<file path="src/rtl/rx_input_fifo_pkg.sv">
// Shared constants for the serial receiver input path.
// Word width matches the receiver data_out width.
package rx_input_fifo_pkg;

    localparam int RX_DATA_W     = 10;
    localparam int RX_FIFO_DEPTH = 4;

endpackage

</file>
<file path="src/rtl/rx_input_fifo_if.sv">
// Receiver-side and core-side signals of the input FIFO.
// slave is the FIFO view, master the driving environment.
interface rx_input_fifo_if
    import rx_input_fifo_pkg::*;
#(
    parameter int DATA_W = RX_DATA_W,
    parameter int AW     = $clog2(RX_FIFO_DEPTH)
);

    logic              rx_enable;
    logic              rx_done;
    logic [DATA_W-1:0] rx_data;
    logic              rd_valid;
    logic [DATA_W-1:0] rd_data;
    logic              rd_ack;
    logic              flush;
    logic [AW:0]       count;
    logic              overflow;

    modport slave (
        input  rx_done, rx_data, rd_ack, flush,
        output rx_enable, rd_valid, rd_data, count, overflow
    );

    modport master (
        output rx_done, rx_data, rd_ack, flush,
        input  rx_enable, rd_valid, rd_data, count, overflow
    );

endinterface

</file>
<file path="src/rtl/rx_input_fifo_sync_fifo_sa.sv">
// Generic show-ahead synchronous FIFO.
// Head is presented combinationally, forced to 0 when empty.
module sync_fifo_sa
    import rx_input_fifo_pkg::*;
#(
    parameter int DATA_W = RX_DATA_W,
    parameter int DEPTH  = RX_FIFO_DEPTH,
    localparam int AW    = $clog2(DEPTH)
) (
    input  logic              clk,
    input  logic              rst,
    input  logic              push_i,
    input  logic              pop_i,
    input  logic              flush_i,
    input  logic [DATA_W-1:0] wdata_i,
    output logic [DATA_W-1:0] rdata_o,
    output logic              valid_o,
    output logic              full_o,
    output logic [AW:0]       count_o,
    output logic [AW:0]       count_next_o
);

    localparam logic [AW:0] FULL_CNT = (AW+1)'(DEPTH);

    logic [AW-1:0]     wr_ptr_q, wr_ptr_d;
    logic [AW-1:0]     rd_ptr_q, rd_ptr_d;
    logic [AW:0]       count_q, count_d;
    logic [DATA_W-1:0] mem_q [DEPTH];
    logic              do_push, do_pop;

    assign valid_o      = (count_q != '0);
    assign full_o       = (count_q == FULL_CNT);
    assign do_pop       = pop_i & valid_o;
    assign do_push      = push_i & (~full_o | do_pop);
    assign rdata_o      = valid_o ? mem_q[rd_ptr_q] : '0;
    assign count_o      = count_q;
    assign count_next_o = count_d;

    // Pointer and occupancy update; flush clears everything.
    always_comb begin
        wr_ptr_d = wr_ptr_q;
        rd_ptr_d = rd_ptr_q;
        count_d  = count_q;
        if (flush_i) begin
            wr_ptr_d = '0;
            rd_ptr_d = '0;
            count_d  = '0;
        end else begin
            if (do_push) wr_ptr_d = wr_ptr_q + AW'(1);
            if (do_pop)  rd_ptr_d = rd_ptr_q + AW'(1);
            count_d = count_q + (AW+1)'(do_push) - (AW+1)'(do_pop);
        end
    end

    // Control state registers.
    always_ff @(posedge clk or posedge rst) begin
        if (rst) begin
            wr_ptr_q <= '0;
            rd_ptr_q <= '0;
            count_q  <= '0;
        end else begin
            wr_ptr_q <= wr_ptr_d;
            rd_ptr_q <= rd_ptr_d;
            count_q  <= count_d;
        end
    end

    // Storage write; contents need no reset since reads are gated.
    always_ff @(posedge clk) begin
        if (do_push & ~flush_i) mem_q[wr_ptr_q] <= wdata_i;
    end

endmodule

</file>
<file path="src/rtl/rx_input_fifo.sv">
// Receiver input buffer: done edge capture, enable policy,
// flush stretching and sticky overflow around a show-ahead FIFO.
module rx_input_fifo
    import rx_input_fifo_pkg::*;
#(
    parameter int DATA_W = RX_DATA_W,
    parameter int DEPTH  = RX_FIFO_DEPTH
) (
    input logic            clk,
    input logic            rst,
    rx_input_fifo_if.slave bus
);

    localparam int          AW       = $clog2(DEPTH);
    localparam logic [AW:0] FULL_CNT = (AW+1)'(DEPTH);

    logic        done_q, done_d;
    logic        flush_q, flush_d;
    logic        ovf_q, ovf_d;
    logic        en_q, en_d;
    logic        push, pop, full;
    logic [AW:0] count_next;

    assign push = bus.rx_done & ~done_q;
    assign pop  = bus.rd_ack & bus.rd_valid;

    sync_fifo_sa #(
        .DATA_W (DATA_W),
        .DEPTH  (DEPTH)
    ) u_fifo (
        .clk          (clk),
        .rst          (rst),
        .push_i       (push),
        .pop_i        (bus.rd_ack),
        .flush_i      (bus.flush),
        .wdata_i      (bus.rx_data),
        .rdata_o      (bus.rd_data),
        .valid_o      (bus.rd_valid),
        .full_o       (full),
        .count_o      (bus.count),
        .count_next_o (count_next)
    );

    // Next-state: enable only with room and outside the 2-cycle flush window.
    always_comb begin
        done_d  = bus.rx_done;
        flush_d = bus.flush;
        ovf_d   = ovf_q | (push & full & ~pop);
        en_d    = ~flush_q & (count_next < FULL_CNT);
        if (bus.flush) begin
            done_d = 1'b0;
            ovf_d  = 1'b0;
            en_d   = 1'b0;
        end
    end

    // Wrapper state registers.
    always_ff @(posedge clk or posedge rst) begin
        if (rst) begin
            done_q  <= 1'b0;
            flush_q <= 1'b0;
            ovf_q   <= 1'b0;
            en_q    <= 1'b0;
        end else begin
            done_q  <= done_d;
            flush_q <= flush_d;
            ovf_q   <= ovf_d;
            en_q    <= en_d;
        end
    end

    assign bus.rx_enable = en_q;
    assign bus.overflow  = ovf_q;

endmodule

</file>
<file path="src/flat_wrapper.sv">
// flat-port wrapper written by rule: the top's interface ports become plain ports
module rx_input_fifo_flat import rx_input_fifo_pkg::*;
#(
    parameter int DATA_W = RX_DATA_W,
    parameter int DEPTH  = RX_FIFO_DEPTH
)
  (clk, rst, bus_rx_done, bus_rx_data, bus_rd_ack, bus_flush, bus_rx_enable, bus_rd_valid, bus_rd_data, bus_count, bus_overflow);
  rx_input_fifo_if #(.DATA_W(DATA_W), .AW(($clog2(DEPTH)))) bus_i ();
  input logic clk;
  input logic rst;
  input wire logic [$bits(bus_i.rx_done)-1:0] bus_rx_done;
  input wire logic [$bits(bus_i.rx_data)-1:0] bus_rx_data;
  input wire logic [$bits(bus_i.rd_ack)-1:0] bus_rd_ack;
  input wire logic [$bits(bus_i.flush)-1:0] bus_flush;
  output wire logic [$bits(bus_i.rx_enable)-1:0] bus_rx_enable;
  output wire logic [$bits(bus_i.rd_valid)-1:0] bus_rd_valid;
  output wire logic [$bits(bus_i.rd_data)-1:0] bus_rd_data;
  output wire logic [$bits(bus_i.count)-1:0] bus_count;
  output wire logic [$bits(bus_i.overflow)-1:0] bus_overflow;
  assign bus_i.rx_done = bus_rx_done;
  assign bus_i.rx_data = bus_rx_data;
  assign bus_i.rd_ack = bus_rd_ack;
  assign bus_i.flush = bus_flush;
  assign bus_rx_enable = bus_i.rx_enable;
  assign bus_rd_valid = bus_i.rd_valid;
  assign bus_rd_data = bus_i.rd_data;
  assign bus_count = bus_i.count;
  assign bus_overflow = bus_i.overflow;
  rx_input_fifo #(.DATA_W(DATA_W), .DEPTH(DEPTH)) u_core (.clk(clk), .rst(rst), .bus(bus_i));
endmodule
</file>
<file path="config.mk">
export PLATFORM = sky130hd
export DESIGN_NAME = rx_input_fifo_flat
export DESIGN_NICKNAME = d
export VERILOG_FILES = /design/src/rtl/rx_input_fifo_pkg.sv /design/src/rtl/rx_input_fifo_if.sv /design/src/rtl/rx_input_fifo_sync_fifo_sa.sv /design/src/rtl/rx_input_fifo.sv /design/src/flat_wrapper.sv
export SDC_FILE = /design/constraint.sdc
export NUM_CORES = 1
export LEC_CHECK = 0
export CORE_AREA = 2 2 70 72
export DETAILED_ROUTE_END_ITERATION = 16
export DIE_AREA = 0 0 72 74
export PLACE_DENSITY_LB_ADDON = 0.1
export SLEW_MARGIN = 5
export SYNTH_ARGS = -nofsm -noshare
export SYNTH_HDL_FRONTEND = slang
export SYNTH_SLANG_ARGS = --single-unit
</file>
<file path="constraint.sdc">
create_clock -name clk -period 2.32 [get_ports clk]
set_input_delay 0.464 -clock clk [delete_from_list [all_inputs] [get_ports clk]]
set_output_delay 0.464 -clock clk [all_outputs]
set_load 0.005 [all_outputs]
</file>
==> results.sh <==
export IMPL_dpl_hpwl_mm=2.58
export IMPL_drt_pass1_iter_count=4
export IMPL_status="finished with violations"
export IMPL_synth_top_cell_by_area="edfxtp_1"
export IMPL_drive_gt1_frac=0.339
export IMPL_worst_skew_pair_late_latency_ns=0.29
export IMPL_post_route_util=0.619
export IMPL_yosysTopAreaCellShare=0.558
export IMPL_drt_antenna_violating_nets=0
export IMPL_rsz0062_at_grt="yes"
export IMPL_track_usage=0.161
export IMPL_dp_cells=221
export IMPL_drt_total_wl_mm=3.88
export IMPL_rows=25
export IMPL_vias=1200
export IMPL_die_area_um2=5330
export IMPL_final_hold_violation_count=0
export IMPL_nFillCells=351
export IMPL_total_power_uw=2560
export IMPL_clkTransAtPathRegs_ns=0.08
export IMPL_grt_max_degree=15
export IMPL_setup_ws_ns=-0.00358
export IMPL_core_um2=4600
export IMPL_tns_ns=-0.00358
export IMPL_seqCellArea_um2=1480
export IMPL_synthTopCellsByArea="edfxtp_1, dfrtp_1, mux4_2"
export IMPL_place_ws_ns=-0.554
export IMPL_fin_cells=240
export IMPL_max_freq_ghz=0.430
export IMPL_antenna_cells=0
export IMPL_wire_per_inst_um=16.2
export IMPL_multi_input_comb_area_um2=639
export IMPL_path_class="register to register"
export IMPL_drt_iter0_markers=62
export IMPL_htreeDepth=2
export IMPL_cts_made_buffers=5
export IMPL_clock_sinks=51
export IMPL_synth_warnings=0
export IMPL_period_needed_ns=2.32
export IMPL_portBuffers=30
export IMPL_ys_ff_latch=51
export IMPL_crit_arrival_ns=2.55
export IMPL_initial_core_util=0.468
export IMPL_grt_overflow_total=0
export IMPL_syn_to_final_growth_pct=32.2
export IMPL_hold_class="register to register"
export IMPL_cts_root_buffer="clkbuf_8"
export IMPL_fin_crit_sh=1.00
export IMPL_netlist_area_um2=2150
export IMPL_syn_avg_cell_area_um2=17.6
export IMPL_drc=0
export IMPL_hold_buffers=0
export IMPL_relSlewSlack=0.697
export IMPL_num_io_pins=31
export IMPL_cp_max_fo=3
export IMPL_violations="setup timing"
export IMPL_synth_seq_area_share=0.686
export IMPL_fin_nets=207
export IMPL_synthesis_nets=144
export IMPL_finalSetupViolations=1
export IMPL_endpoint_kind="register"
export IMPL_die_w_um=72
export IMPL_required_ns=2.54
export IMPL_tritoncts="done"
export IMPL_die_h_um=74
export IMPL_worst_pin_slew_ns=0.454
export IMPL_cap_violations=0
export IMPL_syn_inst=122
export IMPL_grt_pass1_wl_mm=6.19
export IMPL_power_density_nw_per_um2=899
export IMPL_post_drt_via_cell_ratio=5.00
export IMPL_gp_congestion=0.728
export IMPL_synth_cell_types=30
export IMPL_finalMaxSlewViolations=0
export IMPL_start_kind="register"
export IMPL_antenna_found_initial=0
export IMPL_skew_ns=0.00224
export IMPL_first_global_vias=1283
export IMPL_p_leak_uw=0.00111
export IMPL_vdd_ir_drop_max_uv=515
export IMPL_clock_path_buffers=2
placed cells by master (no fill, tap or decap), types with 4 or more instances in the layout:
| cell | synthesis | layout |
|---|---|---|
| nor2b_1 | 10 | 9 |
| nor2_1 | 6 | 6 |
| ha_1 | 6 | 5 |
| mux4_2 | 8 | 8 |
| and2_1 | 4 | 4 |
| clkbuf_2 | 0 | 7 |
| buf_4 | 0 | 24 |
| dlygate4sd2_1 | 0 | 4 |
| dfrtp_1 | 11 | 10 |
| buf_12 | 0 | 4 |
| edfxtp_1 | 40 | 40 |
| clkdlybuf4s50_1 | 0 | 18 |
| inv_1 | 8 | 8 |
| clkbuf_8 | 0 | 5 |
power by group:
part | total [uW] | internal [uW] | leakage [uW] | switching, uW
Combinational | 968 | 597 | 0.000564 | 371
Sequential | 1110 | 1050 | 0.000506 | 59.2
Clock | 480 | 215 | 0.0000395 | 265
registers in the layout, indices dropped and copies added, names as in the netlist:
signal                  cells
u_core.u_fifo.wr_ptr_q      2
u_core.bus.rx_enable        1
u_core.done_q               1
u_core.u_fifo.count_o       3
u_core.u_fifo.mem_q        40
u_core.u_fifo.rd_ptr_q      2
u_core.bus.overflow         1
u_core.flush_q              1
timing repair:
| item | CTS | global route |
|---|---|---|
| setup buffers | 7 | 4 |
| resized for setup | 21 | 13 |
| pin swaps | 1 | 4 |
| setup endpoints to repair | 12 | 10 |
critical path: stages, from the launching register on:
cell and delay [ns]:
dfrtp_1 0.44, nor4b_4 0.34, nor2_2 0.06, inv_1 0.06
ha_1 0.21, inv_1 0.06, ha_2 0.15, inv_1 0.05
fa_2 0.33, xor2_1 0.17, xnor2_1 0.19, nor3b_2 0.18
final timing paths:
path / slack (ns) / start / cells past startpoint / endpoint
max: -0.004 / u_core.u_fifo.count_o[0] / 11 / u_core.bus.rx_enable
min: 0.44 / u_core.flush_q / 1 / u_core.bus.rx_enable
max reg2reg: -0.004 / u_core.u_fifo.count_o[0] / 11 / u_core.bus.rx_enable
min reg2reg: 0.44 / u_core.flush_q / 1 / u_core.bus.rx_enable
max in group asynchronous: 1.51 / rst / 2 / u_core.u_fifo.rd_ptr_q[1]
min in group asynchronous: 0.47 / rst / 2 / u_core.u_fifo.wr_ptr_q[0]
final cells by class:
| cell class | instances | share of cell area |
|---|---|---|
| well taps | 54 | 0.0238 |
| repair buffers | 60 | 0.192 |
| inverters | 9 | 0.0119 |
| multi-input cells | 58 | 0.225 |
| clock buffers | 8 | 0.0282 |
| flip-flops and latches | 51 | 0.520 |
per-layer routing:
layer,wire length [um],share of wire,vias up,GRT usage
met5,0,0,-,0
met4,46,0.012,0,0.0545
met3,114,0.029,4,0.0434
met2,2100,0.54,25,0.285
met1,1620,0.42,598,0.193
li1,-,-,573,-
stage by stage:
stage               cell area [um^2]  hold WS (ns)
floorplan                       2150         0.316
global placement                2690         0.388
detailed placement              2690         0.394
CTS                             2830         0.433
global route                    2840         0.469
finish                          2840         0.438
logic make-up (layout without fill, tap and decap cells):
logic type / after synthesis / in the layout / synth area share
compound gates: 4 / 4 / 0.0110
xor+xnor: 3 / 3 / 0.0122
fa+ha+maj: 7 / 7 / 0.0442
buf+inv: 13 / 77 / 0.0273
flops: 51 / 51 / 0.686
mux: 12 / 12 / 0.120
simple gates: 32 / 32 / 0.0994
cells in the mapped netlist, drive strengths merged:
library cell,n
a21oi,1
a31oi,1
and2,4
buf,3
clkbuf,1
dfrtp,11
edfxtp,40
fa,1
ha,6
inv,9
mux2,1
mux2i,1
mux4,10
nand2,1
nand2b,3
nor2,7
nor2b,12
nor3,2
nor3b,1
nor4b,1
o21ai,1
o31ai,1
or3,1
xnor2,1
xor2,2
(Power assumes the default switching activity.)
